===== src/rtl/counter_pkg.sv =====
// Shared definitions for the counter sequencer: FSM state encoding,
// run-mode codes and the default counter width.
package counter_pkg;

    // Sequencer states. UP/DOWN are the two run states; the encoding is
    // also presented on the state_dbg port of the top level.
    typedef enum logic [1:0] {
        IDLE  = 2'd0,
        ARMED = 2'd1,
        UP    = 2'd2,
        DOWN  = 2'd3
    } state_t;

    // Run-mode codes carried on cfg_mode.
    localparam logic [1:0] MODE_ONESHOT_UP = 2'b00;
    localparam logic [1:0] MODE_ONESHOT_DN = 2'b01;
    localparam logic [1:0] MODE_BOUNCE     = 2'b10;
    localparam logic [1:0] MODE_WRAP       = 2'b11;

    // Default counter / limit width.
    localparam int DEFAULT_WIDTH = 4;

    // True for the states in which the counter is stepping.
    function automatic logic is_run_state(state_t s);
        return (s == UP) || (s == DOWN);
    endfunction

endpackage


===== src/rtl/step_prescaler.sv =====
// Step tick generator: asserts tick on every DIV-th enabled cycle.
// A synchronous clear restarts the division so the first tick after a
// clear comes DIV enabled cycles later. DIV = 1 gives a tick on every
// enabled cycle.
module step_prescaler #(
    parameter int DIV = 4
) (
    input  logic clk,
    input  logic rst_n,
    input  logic clr,
    input  logic en,
    output logic tick
);

    localparam int PW = (DIV > 1) ? $clog2(DIV) : 1;
    localparam logic [PW-1:0] LAST = PW'(DIV - 1);

    logic [PW-1:0] pcnt;

    // Tick on the last cycle of each DIV-cycle window.
    assign tick = en && (pcnt == LAST);

    // Divider counter: clear wins, otherwise advance while enabled and
    // wrap to 0 on the ticking cycle.
    always_ff @(posedge clk or negedge rst_n) begin
        if (!rst_n) begin
            pcnt <= '0;
        end else if (clr) begin
            pcnt <= '0;
        end else if (en) begin
            if (tick) begin
                pcnt <= '0;
            end else begin
                pcnt <= pcnt + 1'b1;
            end
        end
    end

endmodule


===== src/rtl/counter_sequencer.sv =====
// Counter sequencer: accepts a limit/mode configuration, then runs a
// WIDTH-bit counter in one-shot up, one-shot down, bounce or wrap mode
// until completion or stop. All outputs are registered.
//
// Build option: define COUNTER_SEQUENCER_PRESCALE_EN to step the counter
// once every DIV cycles through step_prescaler; without it the counter
// steps on every run cycle and DIV is unused.
//
// Configuration handshake: a configuration transfers on a cycle where
// cfg_valid and cfg_ready are both 1. cfg_ready is a registered output,
// high in IDLE and ARMED and low while a run is in progress; it never
// depends combinationally on cfg_valid, start or stop. A transfer has
// priority over a same-cycle start or stop.
module counter_sequencer
    import counter_pkg::*;
#(
    parameter int WIDTH = DEFAULT_WIDTH,
    parameter int DIV   = 4
) (
    input  logic             clk,
    input  logic             rst_n,
    input  logic             cfg_valid,
    output logic             cfg_ready,
    input  logic [WIDTH-1:0] cfg_limit,
    input  logic [1:0]       cfg_mode,
    input  logic             start,
    input  logic             stop,
    output logic [WIDTH-1:0] count,
    output logic             dir,
    output logic             busy,
    output logic             done,
    output logic             turn,
    output logic [1:0]       state_dbg
);

    state_t           state;
    logic [WIDTH-1:0] limit;
    logic [1:0]       mode;
    logic             step;

    logic             cfg_fire;
    logic             start_fire;
    logic [WIDTH-1:0] up_next;
    logic [WIDTH-1:0] dn_next;
    logic             at_limit;
    logic             at_zero;

    assign cfg_fire   = cfg_valid && cfg_ready;
    assign start_fire = (state == ARMED) && start && !cfg_valid && !stop;
    assign up_next    = count + 1'b1;
    assign dn_next    = count - 1'b1;
    assign at_limit   = (count == limit);
    assign at_zero    = (count == '0);
    assign state_dbg  = state;

`ifdef COUNTER_SEQUENCER_PRESCALE_EN
    logic run_state;
    logic presc_clr;

    // Prescaler runs only in UP/DOWN; it restarts on start acceptance
    // and on stop. Reversals land on a tick, which already wraps it.
    assign run_state = is_run_state(state);
    assign presc_clr = start_fire || stop;

    step_prescaler #(
        .DIV (DIV)
    ) u_step_prescaler (
        .clk   (clk),
        .rst_n (rst_n),
        .clr   (presc_clr),
        .en    (run_state),
        .tick  (step)
    );
`else
    logic unused_div;

    // Step on every run cycle; DIV has no effect in this build.
    assign step       = 1'b1;
    assign unused_div = (DIV > 0);
`endif

    // Sequencer FSM with registered outputs: configuration, run control
    // and per-mode stepping with completion/turn pulses.
    always_ff @(posedge clk or negedge rst_n) begin
        if (!rst_n) begin
            state     <= IDLE;
            count     <= '0;
            limit     <= '0;
            mode      <= MODE_ONESHOT_UP;
            dir       <= 1'b1;
            busy      <= 1'b0;
            done      <= 1'b0;
            turn      <= 1'b0;
            cfg_ready <= 1'b1;
        end else begin
            done <= 1'b0;
            turn <= 1'b0;

            case (state)
                IDLE, ARMED: begin
                    if (cfg_fire) begin
                        // Latch a new configuration and preset the counter.
                        limit <= cfg_limit;
                        mode  <= cfg_mode;
                        state <= ARMED;
                        if (cfg_mode == MODE_ONESHOT_DN) begin
                            count <= cfg_limit;
                            dir   <= 1'b0;
                        end else begin
                            count <= '0;
                            dir   <= 1'b1;
                        end
                    end else if (stop) begin
                        state <= IDLE;
                    end else if (start_fire) begin
                        // Start only counts in ARMED; it launches the run.
                        busy      <= 1'b1;
                        cfg_ready <= 1'b0;
                        state     <= (mode == MODE_ONESHOT_DN) ? DOWN : UP;
                    end
                end

                UP, DOWN: begin
                    if (stop) begin
                        // Abort: count and dir hold, no done/turn pulse.
                        state     <= IDLE;
                        busy      <= 1'b0;
                        cfg_ready <= 1'b1;
                    end else if (step) begin
                        case (mode)
                            MODE_ONESHOT_UP: begin
                                // Already at the limit means a zero-length run.
                                if (!at_limit) begin
                                    count <= up_next;
                                end
                                if (at_limit || (up_next == limit)) begin
                                    done      <= 1'b1;
                                    state     <= IDLE;
                                    busy      <= 1'b0;
                                    cfg_ready <= 1'b1;
                                end
                            end

                            MODE_ONESHOT_DN: begin
                                if (!at_zero) begin
                                    count <= dn_next;
                                end
                                if (at_zero || (dn_next == '0)) begin
                                    done      <= 1'b1;
                                    state     <= IDLE;
                                    busy      <= 1'b0;
                                    cfg_ready <= 1'b1;
                                end
                            end

                            MODE_BOUNCE: begin
                                // A zero limit parks the counter at 0.
                                if (limit != '0) begin
                                    if (state == UP) begin
                                        count <= up_next;
                                        if (up_next == limit) begin
                                            turn  <= 1'b1;
                                            dir   <= 1'b0;
                                            state <= DOWN;
                                        end
                                    end else begin
                                        count <= dn_next;
                                        if (dn_next == '0) begin
                                            turn  <= 1'b1;
                                            dir   <= 1'b1;
                                            state <= UP;
                                        end
                                    end
                                end
                            end

                            default: begin
                                // Wrap: the step after reaching the limit reloads 0.
                                if (at_limit) begin
                                    count <= '0;
                                    turn  <= 1'b1;
                                end else begin
                                    count <= up_next;
                                end
                            end
                        endcase
                    end
                end

                default: begin
                    state <= IDLE;
                end
            endcase
        end
    end

endmodule


===== config.mk =====
export PLATFORM = sky130hd
export DESIGN_NAME = counter_sequencer
export DESIGN_NICKNAME = d
export VERILOG_FILES = /design/src/rtl/counter_pkg.sv /design/src/rtl/step_prescaler.sv /design/src/rtl/counter_sequencer.sv
export SDC_FILE = /design/constraint.sdc
export NUM_CORES = 1
export LEC_CHECK = 0
export ABC_AREA = 1
export BUFFER_PORTS_ARGS = -buffer_cell sky130_fd_sc_hd__buf_2
export CAP_MARGIN = 20
export CORE_MARGIN = 2
export CORE_UTILIZATION = 40
export DETAILED_ROUTE_END_ITERATION = 6
export GPL_TIMING_DRIVEN = 0
export PLACE_DENSITY = 0.59
export SLEW_MARGIN = 10
export SYNTH_ARGS = -nofsm -noshare
export SYNTH_HDL_FRONTEND = slang
export SYNTH_SLANG_ARGS = --single-unit

===== constraint.sdc =====
create_clock -name clk -period 4.7 [get_ports clk]
set_input_delay 0.235 -clock clk [delete_from_list [all_inputs] [get_ports clk]]
set_output_delay 0.235 -clock clk [all_outputs]
set_load 0.01 [all_outputs]

==> impl_metrics.env <==
export IMPL_p_total_mw=1.093
export IMPL_ys_warn_count=0
export IMPL_hold_class="in -> reg"
export IMPL_finalSetupViolations=0
export IMPL_cts_sinks=17
export IMPL_setup_ws_ns=2.807
export IMPL_ctsHoldBuffers=1
export IMPL_grt_pass1_wl_microns=6051
export IMPL_diodes=0
export IMPL_cp_required_ns=4.90
export IMPL_nets=258
export IMPL_p_leak_nw=0.8836
export IMPL_cts_tree="done"
export IMPL_post_drt_wl_per_cell_microns=11.38
export IMPL_dr_pass1_iters=5
export IMPL_worstMarginPinSlew_ns=0.4018
export IMPL_skew_ns=0.002828
export IMPL_p_sw_frac=0.5306
export IMPL_cts_max_path_buffers=2
export IMPL_synth_nets=231
export IMPL_p_seq_frac=0.266
export IMPL_hold_violations=0
export IMPL_drc=0
export IMPL_cts_resized=0
export IMPL_rrSetupSlack_ns=2.81
export IMPL_core_sq_um=3390
export IMPL_synth_avg_cell_area_sq_um=6.615
export IMPL_cts_buffers=3
export IMPL_antenna_found_initial=0
export IMPL_layout_commonest_cell="nand2_1"
export IMPL_rsz0062_at_grt="false"
export IMPL_holdWs_ns=0.1895
export IMPL_cts_max_level=1
export IMPL_cpPeakStageDelay_ns=0.51
export IMPL_grt_pass1_vias=1297
export IMPL_initial_core_util=0.4216
export IMPL_dp_final_hpwl_microns=2583
export IMPL_ant_nets=0
export IMPL_final_cell_mix="nand2_1 (59), inv_1 (26), nor2_1 (25), buf_2 (21), nand3_1 (20)"
export IMPL_routed_via_density=4.632
export IMPL_cp_cell_sequence="inv_1 > ha_1 > xnor2_1 > nand2_1 > nor2_2 > nand2_2 > nand3_2 > nand2_2 > o21ai_0 > nand2_1"
export IMPL_ys_types=26
export IMPL_p_sw_uw=579.7
export IMPL_crit_fanout=7
export IMPL_dp_slack_ns=2.825
export IMPL_die_x_microns=63.77
export IMPL_hold_path_end="mode[0]"
export IMPL_yosysSeqAreaShare=0.2995
export IMPL_yosys_top_cells_area="dfrtp_1 (26%), nand2_1 (15%), nand3_1 (7.0%), inv_1 (6.8%), nor2_1 (6.6%)"
export IMPL_hold_start="cfg_mode[0]"
export IMPL_r2r_cells=10
export IMPL_synth_seq_cells=17
export IMPL_p_per_area_nw_per_um2=671.2
export IMPL_die_y_microns=63.77
export IMPL_cp_top_family="flip-flops"
export IMPL_worstSetupPathType="reg -> reg"
export IMPL_dieArea_sq_um=4066
export IMPL_fillCellCount=364
export IMPL_cp_slowest_cell="dfrtp_1"
export IMPL_grt_max_degree=18
export IMPL_place_congestion=0.8856
export IMPL_comb_power_share=0.657
export IMPL_syn_inst=216
export IMPL_synth_area_sq_um=1429
export IMPL_outcome="complete, no violations"
export IMPL_routed_wl_microns=3277
export IMPL_num_vias=1334
export IMPL_drt_initial_drc_count=44
export IMPL_reg2reg_to="state_dbg[0]"
export IMPL_final_cell_area_sq_um=1628
export IMPL_drive_gt1_frac=0.2438
export IMPL_critPathArrivalTime_ns=2.10
export IMPL_r2r_start="count[1]"
export IMPL_placementRows=21
export IMPL_cts_setup_buffers=0
export IMPL_cts_clk_slew_worst_paths_ns=0.10
export IMPL_io_pins=22
export IMPL_crit_path_end_kind="register"
export IMPL_ctsRootBufferMaster="clkbuf_4"
export IMPL_vdd_drop_max_uv=264.9
export IMPL_p_int_uw=512.8
export IMPL_yosysTopAreaCell="dfrtp_1"
export IMPL_fin_setup_tns_ns=0
export IMPL_max_freq_mhz=528.1
export IMPL_worstSetupStartpointType="register"
export IMPL_grt_use_total=0.1910
export IMPL_worst_path_buf_inv=1
export IMPL_drv_slew=0
export IMPL_min_path_cells=3
export IMPL_post_route_min_period_ns=1.893
export IMPL_area_growth_pct=13.92
export IMPL_clk_latency_ns=0.30
export IMPL_io_buffers=21
export IMPL_maxCapViolCount=0
export IMPL_slew_headroom=0.7321
export IMPL_grt_ovfl_total=0
export IMPL_placed_cell_area_sq_um=1592
export IMPL_clkPwrFrac=0.077
export IMPL_period_share=0.4029
export IMPL_synth_top_cell_area_share=0.2627
==> through the flow <==
step | util | cells
2_1_floorplan | - | 216
3_3_place_gp | 0.4695 | 283
3_5_place_dp | 0.4695 | 283
4_1_cts | 0.4803 | 288
5_1_grt | 0.4803 | 288
6_report | 0.4803 | 288
==> layout make-up <==
class | instances | area [sq um] | area share
Tap cell | 46 | 57.56 | 0.03536
Multi-Input combinational cell | 162 | 843.3 | 0.5181
Inverter | 33 | 123.9 | 0.07610
Buffer | 4 | 33.78 | 0.02075
Timing Repair Buffer | 22 | 115.1 | 0.07071
Clock buffer | 4 | 26.28 | 0.01614
Sequential cell | 17 | 427.9 | 0.2629
==> layer usage <==
metal  global-route usage  wire length, microns  up-vias
met5                    0                     0        -
met4              0.08424                    88        0
met3              0.02993                   111        9
met2               0.2724                  1341       30
met1               0.2827                  1736      569
li1                     -                     -      726
==> cells by family (layout without fill, tap and decap cells) <==
group / after synthesis / after routing / share of synthesized area
AND/OR/NAND/NOR: 131 / 131 / 0.4291
buffers and inverters: 37 / 63 / 0.1103
AO/OA/AOI/OAI: 21 / 21 / 0.08407
flip-flops: 17 / 17 / 0.2995
XOR/XNOR: 6 / 6 / 0.04204
adder cells (fa/ha/maj): 4 / 4 / 0.03503
==> flip-flops by register name (all words and copies together) (netlist names) <==
name,flops
busy,1
cfg_ready,1
count,4
dir,1
done,1
limit,4
mode,2
state_dbg,2
turn,1
==> how the worst max path moves through the flow <==
stage / cells after the start / startpoint / slack [ns] / endpoint
after detailed placement: 10 / count[1] / 2.83 / state_dbg[0]
after global placement: 10 / count[1] / 2.79 / state_dbg[0]
after global routing: 10 / count[1] / 2.63 / state_dbg[0]
after CTS: 10 / count[1] / 2.80 / state_dbg[0]
after floorplan: 10 / count[1] / 2.95 / state_dbg[0]
final: 10 / count[1] / 2.81 / state_dbg[0]
==> Yosys cell counts (all sizes together) <==
master	number
dfstp	2
dfrtp	15
clkbuf	1
inv	33
nand4	5
a21oi	10
o21ai	10
nand2	68
nand3b	1
buf	3
xor2	4
ha	4
o221ai	1
xnor2	2
nor2	35
nand3	22
==> tightest hold or removal path, delay by kind of cell <==
family          cells  cell delay [ns]
compound gates      1             0.08
buf+inv             2             0.14
==> power by group through the flow <==
stage / clock network [mW] / registers [mW] / logic (mW)
3_3_place_gp: 0 / 0.292 / 0.720
3_5_place_dp: 0 / 0.293 / 0.716
6_report: 0.0838 / 0.291 / 0.718
4_1_cts: 0.0877 / 0.290 / 0.720
2_1_floorplan: 0 / 0.298 / 0.551
5_1_grt: 0.0957 / 0.303 / 0.825
No activity file was read; power rests on OpenSTA's default activity.
